File: config.mk
export PLATFORM = sky130hd
export DESIGN_NAME = booth_mul
export DESIGN_NICKNAME = d
export VERILOG_FILES = /design/src/rtl/booth_mul.sv
export SDC_FILE = /design/constraint.sdc
export NUM_CORES = 1
export LEC_CHECK = 0
export ABC_AREA = 1
export BUFFER_PORTS_ARGS = -buffer_cell sky130_fd_sc_hd__buf_2
export CAP_MARGIN = 10
export CORE_MARGIN = 2
export CORE_UTILIZATION = 40
export CTS_CLUSTER_DIAMETER = 50
export DETAILED_ROUTE_END_ITERATION = 10
export GPL_TIMING_DRIVEN = 0
export SLEW_MARGIN = 25
export SYNTH_ARGS = -nofsm -noshare
export SYNTH_HDL_FRONTEND = slang
export SYNTH_SLANG_ARGS = --single-unit
File: constraint.sdc
create_clock -name clk -period 4.8 [get_ports clk]
set_input_delay 0.72 -clock clk [delete_from_list [all_inputs] [get_ports clk]]
set_output_delay 0.72 -clock clk [all_outputs]
set_load 0.05 [all_outputs]
File: src/rtl/booth_mul.sv
// booth_mul: iterative radix-4 Booth multiplier for the RV32M MUL/MULH/MULHSU/MULHU group.
// Uses the same start/busy/done handshake as the iterative divider.
// Optional build macro MUL_ZERO_BYPASS_EN: a zero operand skips INIT/COMPUTE and
// completes through FINISH with a zero product.
module booth_mul #(
  parameter int XLEN = 32
) (
  input  logic            clk,
  input  logic            rst_n,
  input  logic            start,
  input  logic [XLEN-1:0] multiplicand,
  input  logic [XLEN-1:0] multiplier,
  input  logic [1:0]      op,
  output logic [XLEN-1:0] result,
  output logic            busy,
  output logic            done
);

  localparam int ACCW = 2 * XLEN + 4;
  localparam int ITER = (XLEN + 2) / 2;
  localparam int CW   = $clog2(ITER);
  localparam logic [CW-1:0] LAST_COUNT = CW'(ITER - 1);

  localparam logic [1:0] OP_MUL    = 2'b00;
  localparam logic [1:0] OP_MULH   = 2'b01;
  localparam logic [1:0] OP_MULHSU = 2'b10;

  typedef enum logic [1:0] {
    IDLE    = 2'b00,
    INIT    = 2'b01,
    COMPUTE = 2'b10,
    FINISH  = 2'b11
  } state_t;

  state_t            state;
  logic [XLEN-1:0]   a_q;
  logic [XLEN-1:0]   b_q;
  logic [1:0]        op_q;
  logic [ACCW-1:0]   acc;
  logic [ACCW-1:0]   mcand_sh;
  logic [XLEN+2:0]   mplr_sh;
  logic [CW-1:0]     count;

  logic              a_signed;
  logic              b_signed;
  logic [ACCW-1:0]   mcand_init;
  logic [XLEN+2:0]   mplr_init;
  logic [ACCW-1:0]   acc_next;

  // Multiplicand is signed for MULH/MULHSU, multiplier only for MULH; the multiplier
  // carries two extra sign bits plus the implicit zero below its LSB.
  always_comb begin
    a_signed   = (op_q == OP_MULH) || (op_q == OP_MULHSU);
    b_signed   = (op_q == OP_MULH);
    mcand_init = {{(ACCW-XLEN){a_signed & a_q[XLEN-1]}}, a_q};
    mplr_init  = {{2{b_signed & b_q[XLEN-1]}}, b_q, 1'b0};
  end

  // Booth recoding of the current 3-bit window; the multiplicand is already shifted to weight 4^count.
  always_comb begin
    acc_next = acc;
    case (mplr_sh[2:0])
      3'b001, 3'b010: acc_next = acc + mcand_sh;
      3'b011:         acc_next = acc + (mcand_sh << 1);
      3'b100:         acc_next = acc - (mcand_sh << 1);
      3'b101, 3'b110: acc_next = acc - mcand_sh;
      default:        acc_next = acc;
    endcase
  end

  // Control FSM and datapath registers; outputs are registered and done is a one-cycle pulse.
  always_ff @(posedge clk) begin
    if (!rst_n) begin
      state    <= IDLE;
      a_q      <= '0;
      b_q      <= '0;
      op_q     <= '0;
      acc      <= '0;
      mcand_sh <= '0;
      mplr_sh  <= '0;
      count    <= '0;
      result   <= '0;
      busy     <= 1'b0;
      done     <= 1'b0;
    end else begin
      done <= 1'b0;
      case (state)
        IDLE: begin
          if (start) begin
            a_q  <= multiplicand;
            b_q  <= multiplier;
            op_q <= op;
            busy <= 1'b1;
`ifdef MUL_ZERO_BYPASS_EN
            if ((multiplicand == '0) || (multiplier == '0)) begin
              acc   <= '0;
              state <= FINISH;
            end else begin
              state <= INIT;
            end
`else
            state <= INIT;
`endif
          end
        end
        INIT: begin
          mcand_sh <= mcand_init;
          mplr_sh  <= mplr_init;
          acc      <= '0;
          count    <= '0;
          state    <= COMPUTE;
        end
        COMPUTE: begin
          acc      <= acc_next;
          mcand_sh <= mcand_sh << 2;
          mplr_sh  <= {{2{mplr_sh[XLEN+2]}}, mplr_sh[XLEN+2:2]};
          if (count == LAST_COUNT) begin
            state <= FINISH;
          end else begin
            count <= count + 1'b1;
          end
        end
        FINISH: begin
          result <= (op_q == OP_MUL) ? acc[XLEN-1:0] : acc[2*XLEN-1:XLEN];
          done   <= 1'b1;
          busy   <= 1'b0;
          state  <= IDLE;
        end
        default: begin
          busy  <= 1'b0;
          state <= IDLE;
        end
      endcase
    end
  end

endmodule

==> results.md, run 1 <==
- Status: finished, final reports clean
- Gpl congestion: 1.019
- Port bufs: 102
- Clk slew on worst S/H paths: 0.06 ns
- Flops & latches, synth: 270
- Pre-antenna DRT Iters: 8
- Syn Nets: 4297
- Synthesized cell area: 23680 sq um
- Ratio of cells with drive above 1 in the final layout: 5.962%
- Instance count on the critical path: 24
- Synth async-reset ratio: 0%
- Ant diodes: 0
- Final-report max-slew violation count: 0
- Final Cycle Share: 98.53%
- Nature of the critical path startpoint: flop
- Top cells by area, synth: dfxtp_1, nand2_1, inv_1
- Antenna violations before repair: 1
- Final setup viols: 0
- DP Wirelength: 84620 um
- Num CTS Buffers: 34
- Final instance area: 26410 sq um
- GRT Total Usage: 32.55%
- Clock Tree Buf Depth: 3
- Crit path top cell by count: nand2_1
- Per-cell routed wire length: 20.14 um
- Met3 Routed Length: 8419 um
- Buf+Inv Stages, Crit Path: 4
- # clock sinks: 270
- Filler Cell Count: 6578
- Met1 Wirelength: 43670 um
- Via count: 27131
- Register area share after synthesis: 22.83%
- WL met2: 43520 um
- Die area: 61160 sq um
- Leakage: 0.01205 uW
- Cell Pwr Density: 720.6 nW/um^2
- Final setup TNS: 0 ns
- Row count: 89
- Io pins: 103
- First-iteration detailed-routing DRC count: 2554
- Die H: 247.3 um
- Largest net degree at the start of global routing: 14
- Tmin final: 4.729 ns
- Crit-path leading delay family: simple AND/OR/NAND/NOR gates
- Data required, critical path: 5.28 ns
- Drt total wl: 101300 um
- CTS tree: done
- Max-cap violation count: 0
- Worst slew pin tran: 1.004 ns
- # DRC: 0
- Crit path largest cell delay: 0.60 ns
- Commonest cells post-synth: nand2_1, inv_1, nor2_1, a21oi_1, o21ai_0
- Global route overflow: 0
- R2r worst-path depth: 24
- Chip width: 247.3 um
- Maximum vdd drop: 0.0003511 V
- Via-per-instance ratio: 5.391
- Cell depth of the worst min-delay path: 3
- Top-count cell post-synth: nand2_1
- DR top layer: met5
- Worst hold path type: primary input to flop
- Distinct cells, synth: 47
- Post-synth top area cell: dfxtp_1
- Vias in the first global route: 24907
- Synthesis Warnings: 0
- Core region area: 58800 sq um
- Starting density of the core: 40.27%
- Critical path class: flop to flop
- Finished Layout Cells: 5033
- Synthesized instance count: 4092
- Area after DPL: 25170 sq um
- CP Capture Type: flop
- Rel. slew slack: 33.07%
- Final core utilization: 44.92%
- Post-synth EDFFs: 0
- Root buffer cell: clkbuf_16
- Avg Inst Size Synth: 5.787 sq um
- Routed Antenna Nets: 0
- Most used DFF post-synth: dfxtp_1
- Placed Cells: 4967
- Fin Clk Skew: 0.02074 ns
- Area share of the largest cell type after synthesis: 22.83%
- Crit path max fanout: 4
- Syn-to-layout area delta: 11.53%
- Worst-Skew Late Latency: 0.57 ns
- Worst hold slack: 0.4085 ns
- H-tree depth: 2
- First-pass GRT wire length: 148100 um
- Critical path, cell by cell: inv_2 > ha_1 > nand3_1 > inv_1 > nand4_1 > nor4_2 > xor2_1 > nand2_1 > o21ai_0 > ha_1 > nand2_1 > nor2_1 > inv_1 > nor3_1 > inv_1 > nor2_1 > nand2_1 > nand2_1 > nand2_1 > nand2_1 > nand2_1 > nand3_1 > nand3_1 > a21oi_1
- Crit-path slowest cell: nor4_2
- Final nets: 4444
- Final hold vios: 0
- F_max: 211.4 MHz
- Arr. time, crit path: 5.21 ns
per-layer routing:
| layer | GRT usage [%] | vias to the layer above |
|---|---|---|
| met5 | 0 | - |
| met3 | 4.330 | 218 |
| met4 | 16.36 | 2 |
| li1 | - | 13619 |
| met1 | 43.35 | 12238 |
| met2 | 51.50 | 1054 |
repair_timing:
action / CTS / global route
setup endpoints to repair: 2 / 26
setup buffers: 0 / 9
resized for setup: 1 / 28
cloned: 0 / 0
pin swaps: 0 / 9
hold buffers: 0 / 0
area by class of cell:
type | count | area [sq um] | share of cell area (%)
Buffer | 154 | 613.1 | 2.321
Inverter | 522 | 1959 | 7.419
Sequential cell | 270 | 5405 | 20.47
Tap cell | 773 | 967.2 | 3.662
Clock buffer | 45 | 983.4 | 3.724
Timing Repair Buffer | 111 | 578.1 | 2.189
Multi-Input combinational cell | 3146 | 15800 | 59.83
Clock inverter | 12 | 102.6 | 0.3885
where the power goes:
group	internal, uW	switching, uW
logic	3780	9040
clock network	1460	1070
registers	2920	766
total	8150	10900
state kept, by name, summed over array words and instances, names as in the netlist:
name and flops:
state 2, count 5, busy 1, a_q 32, acc 64, done 1
mplr_sh 35, op_q 2, mcand_sh 64, result 32, b_q 32
cells in the final DEF (no fill, tap or decap), types with 4 or more instances in the layout:
cell type	n
o21ai_0	351
o21ai_1	12
clkbuf_16	35
dfxtp_1	270
clkbuf_1	128
ha_2	5
o21a_1	9
buf_1	16
o21bai_1	40
nand3_2	6
o211ai_1	67
nor3_2	5
nand2_2	6
nand3_1	287
or2_2	8
a21oi_1	367
nand2_1	1132
nor2_1	486
xor2_1	54
xnor2_1	20
nor4_1	9
buf_2	109
clkbuf_8	7
inv_1	515
and3_1	6
nand4_1	18
nand3b_1	9
nor2_4	9
a21o_1	8
nor2_2	14
a221oi_1	26
inv_2	7
nor3_1	37
clkinvlp_4	4
ha_1	128
buf_4	9
logic make-up (layout without fill, tap and decap cells):
logic type | Yosys count | in the layout | share of synthesized area (%)
and+or+nand+nor | 2041 | 2041 | 35.59
AOI/OAI and AO/OA | 895 | 895 | 20.75
buffers and inverters | 676 | 844 | 10.85
DFF | 270 | 270 | 22.83
adders and majority gates | 136 | 136 | 7.249
xor gates and xnor gates | 74 | 74 | 2.737
through the flow:
stage               setup slack [ns]  total power, uW
floorplan                      1.415            11860
global placement             -0.1656            15900
detailed placement           -0.1665            15950
CTS                          0.02285            18540
global route               -0.004837            20440
finish                       0.07071            19030
path summary, 6_finish.rpt:
kind	from	end	slack, ns
worst max register to register	mcand_sh[0]	acc[46]	0.07
worst min register to register	b_q[27]	b_q[27]	0.48
worst max-delay path	mcand_sh[0]	acc[46]	0.07
worst min-delay path	multiplier[17]	b_q[17]	0.41
worst reg2reg max path, stage by stage (launching register included):
cell and delay, ns:
dfxtp_1 0.40, inv_2 0.15, ha_1 0.20, nand3_1 0.19, inv_1 0.11, nand4_1 0.19
nor4_2 0.60, xor2_1 0.17, nand2_1 0.09, o21ai_0 0.30, ha_1 0.49, nand2_1 0.11
nor2_1 0.14, inv_1 0.08, nor3_1 0.13, inv_1 0.13, nor2_1 0.10, nand2_1 0.07
nand2_1 0.32, nand2_1 0.14, nand2_1 0.09, nand2_1 0.05, nand3_1 0.12, nand3_1 0.09
a21oi_1 0.18
Power figures use the tool's default switching activity.
==> inputs of run 2 (changes only) <==
--- a/config.mk
+++ b/config.mk
@@ -5,7 +5,6 @@
 export SDC_FILE = /design/constraint.sdc
 export NUM_CORES = 1
 export LEC_CHECK = 0
-export ABC_AREA = 1
 export BUFFER_PORTS_ARGS = -buffer_cell sky130_fd_sc_hd__buf_2
 export CAP_MARGIN = 10
 export CORE_MARGIN = 2
==> run 2 against run 1 <==
Register-to-register slack lost 0.52 ns; sequential share of layout area rose by 1.4 points; critical endpoint is now acc[51]; area after synthesis decreased by 13%; core utilization is 3.5 points higher; synthesized cell count shrank 33%; final area decreased by 6.3%; sequential cell count unchanged; largest cell class unchanged; fmax decreased by 10%; the run now ends with setup timing left; cell count shrank 27%; die area shrank 13%; clock skew rose by 0.013 ns; sequential power fell by 17%.
==> results.md, run 2 <==
- Final setup viols: 26
- Port bufs: 102
- First-pass GRT wire length: 121200 um
- Ratio of cells with drive above 1 in the final layout: 15.43%
- CTS tree: done
- Most used DFF post-synth: dfxtp_1
- Crit path max fanout: 7
- Unrepaired setup endpoints after global routing: true
- Dpl ws: -1.661 ns
- Data required, critical path: 5.19 ns
- CP Capture Type: flop
- Nature of the critical path startpoint: flop
- Flops & latches, synth: 270
- Clk slew on worst S/H paths: 0.06 ns
- Num CTS Buffers: 34
- Avg Inst Size Synth: 7.457 sq um
- Die area: 53230 sq um
- Cell Pwr Density: 573.1 nW/um^2
- Clock Tree Buf Depth: 3
- DP Wirelength: 62950 um
- Row count: 83
- H-tree depth: 2
- Post-synth EDFFs: 0
- Status: finished, violations left
- Root buffer cell: clkbuf_16
- Top cells by area, synth: dfxtp_1, ha_1, a21oi_1
- Largest registers: acc: 64 flops, mcand_sh: 64 flops, mplr_sh: 35 flops
- Per-cell routed wire length: 21.98 um
- GRT Total Usage: 29.37%
- Worst r2r src: mcand_sh[3]
- Syn-to-layout area delta: 20.42%
- Worst hold path type: primary input to flop
- Leakage: 0.01011 uW
- First-iteration detailed-routing DRC count: 1831
- Fin Clk Skew: 0.03384 ns
- Commonest cells post-synth: nand2_1, a21oi_1, nor2_1, dfxtp_1, clkbuf_1
- Largest net degree at the start of global routing: 14
- Hold_sp: multiplicand[17]
- Commonest non-fill, non-tap cell in the layout: nand2_1
- Pre-antenna DRT Iters: 6
- Setup WS post-layout: -0.4542 ns
- Syn Nets: 2962
- Core region area: 51090 sq um
- Cell depth of the worst min-delay path: 3
- Io pins: 103
- Arr. time, crit path: 5.65 ns
- Drt total wl: 80190 um
- Synthesized instance count: 2757
- Via count: 21399
- Final nets: 3151
- Routed Antenna Nets: 0
- Critical path class: flop to flop
- # clock sinks: 270
- Worst-Skew Late Latency: 0.55 ns
- # DRC: 0
- Vias in the first global route: 20481
- Global route overflow: 0
- Final-report max-slew violation count: 0
- CTS Hold Buffers Added: 0
- Antenna violations before repair: 0
- Chip width: 230.7 um
- R2r worst-path depth: 23
- Register area share after synthesis: 26.29%
- Die H: 230.7 um
- Post-synth top area cell: dfxtp_1
- Most frequent cells in the layout: nand2_1, a21oi_1, nor2_1, dfxtp_1, clkbuf_1
- F_max: 190.3 MHz
- Maximum vdd drop: 0.0004304 V
- Final setup TNS: -5.933 ns
- Beginning of the critical path: mcand_sh[3]
- Starting density of the core: 40.24%
- Failing checks: setup timing
- Final hold vios: 0
- Final Cycle Share: 109.5%
- Tmin final: 5.254 ns
- Gpl congestion: 0.9911
- Ant diodes: 0
- Distinct cells, synth: 87
- Max-cap violation count: 0
- Synthesis Warnings: 0
- Via-per-instance ratio: 5.864
- Synthesized cell area: 20560 sq um
- Synth async-reset ratio: 0%
- Rel. slew slack: 32.27%
- Area share of the largest cell type after synthesis: 26.29%
- Worst slew pin tran: 1.016 ns
- Top-count cell post-synth: nand2_1
## run 2: cell types whose count changed after synthesis, sizes merged, moves of 51 or more
cell | previous run | this run
nand2 | 1140 | 375
inv | 522 | 49
nand3 | 294 | 55
nor2 | 510 | 284
o21ai | 365 | 155
xnor2 | 20 | 136
a211oi | 2 | 113
mux2i | 0 | 99
a21oi | 370 | 304
xor2 | 54 | 105
## run 2: per-stage QoR
stage | cells | hold WS [ns] | instance area (sq um) | total power [uW] | util, %
floorplan | 2757 | 0.4318 | 20570 | 8778 | -
global placement | 3539 | 0.4440 | 21930 | 10840 | 42.93
detailed placement | 3539 | 0.4489 | 21940 | 10940 | 42.94
CTS | 3632 | 0.3890 | 24180 | 13810 | 47.32
global route | 3649 | 0.3983 | 24760 | 15130 | 48.45
finish | 3649 | 0.4052 | 24760 | 14190 | 48.45
## run 2: final timing paths
path | end | slack, ns
setup / recovery | acc[51] | -0.45
hold / removal | a_q[17] | 0.41
setup reg to reg | acc[51] | -0.45
hold reg to reg | b_q[24] | 0.45
## run 2: logic make-up after synthesis
group                      share of synthesized area [%]
and+or+nand+nor                                    20.11
AOI/OAI and AO/OA                                  25.20
DFF                                                26.29
buffers and inverters                              4.905
xor gates and xnor gates                           10.27
adders and majority gates                          8.350
muxes                                              4.875
## run 2: timing repair
item / CTS / global route
resized for setup: 205 / 85
setup endpoints to repair: 47 / 43
setup buffers: 48 / 25
gates cloned: 0 / 0
pin swaps: 78 / 57
## run 2: layout make-up
| cell class | instances | area (sq um) |
|---|---|---|
| plain buffers | 191 | 772.0 |
| clock buffers | 47 | 969.7 |
| inverters | 49 | 183.9 |
| repair buffers | 170 | 1097 |
| multi-input cells | 2230 | 15340 |
| well taps | 680 | 850.8 |
| fillers | 5069 | 26340 |
| clock inverters | 12 | 126.4 |
| flip-flops and latches | 270 | 5414 |
## run 2: power by group
part / total (uW) / internal (uW) / switching (uW)
Sequential: 3080 / 2690 / 395
Clock: 2520 / 1440 / 1080
Combinational: 8590 / 3020 / 5570
Total: 14200 / 7150 / 7040
## run 2: critical path, cell delays in order (launching register included)
cell and delay, ns:
dfxtp_1 0.29, buf_2 0.19, nor3_4 0.22, and3_2 0.27, and2_4 0.22, nand2_1 0.11
nor3_2 0.23, nor3b_4 0.25, nor3b_4 0.23, nor2_1 0.08, xnor2_1 0.24, ha_1 0.34
and3_1 0.24, and2_1 0.16, a211o_1 0.28, or3_4 0.37, o211ai_1 0.21, buf_4 0.17
a21oi_2 0.07, or2_1 0.25, a21oi_2 0.20, xnor2_2 0.12, a211oi_2 0.25, nor3_1 0.08
## run 2: per-layer routing
metal	share of wire (%)	vias to the layer above	wire length, um	global-route usage [%]
li1	-	10195	-	-
met1	44	10168	35270	39.44
met2	43	860	34830	46.07
met3	7.6	176	6095	4.731
met4	5.0	0	3997	13.63
met5	0	-	0	0
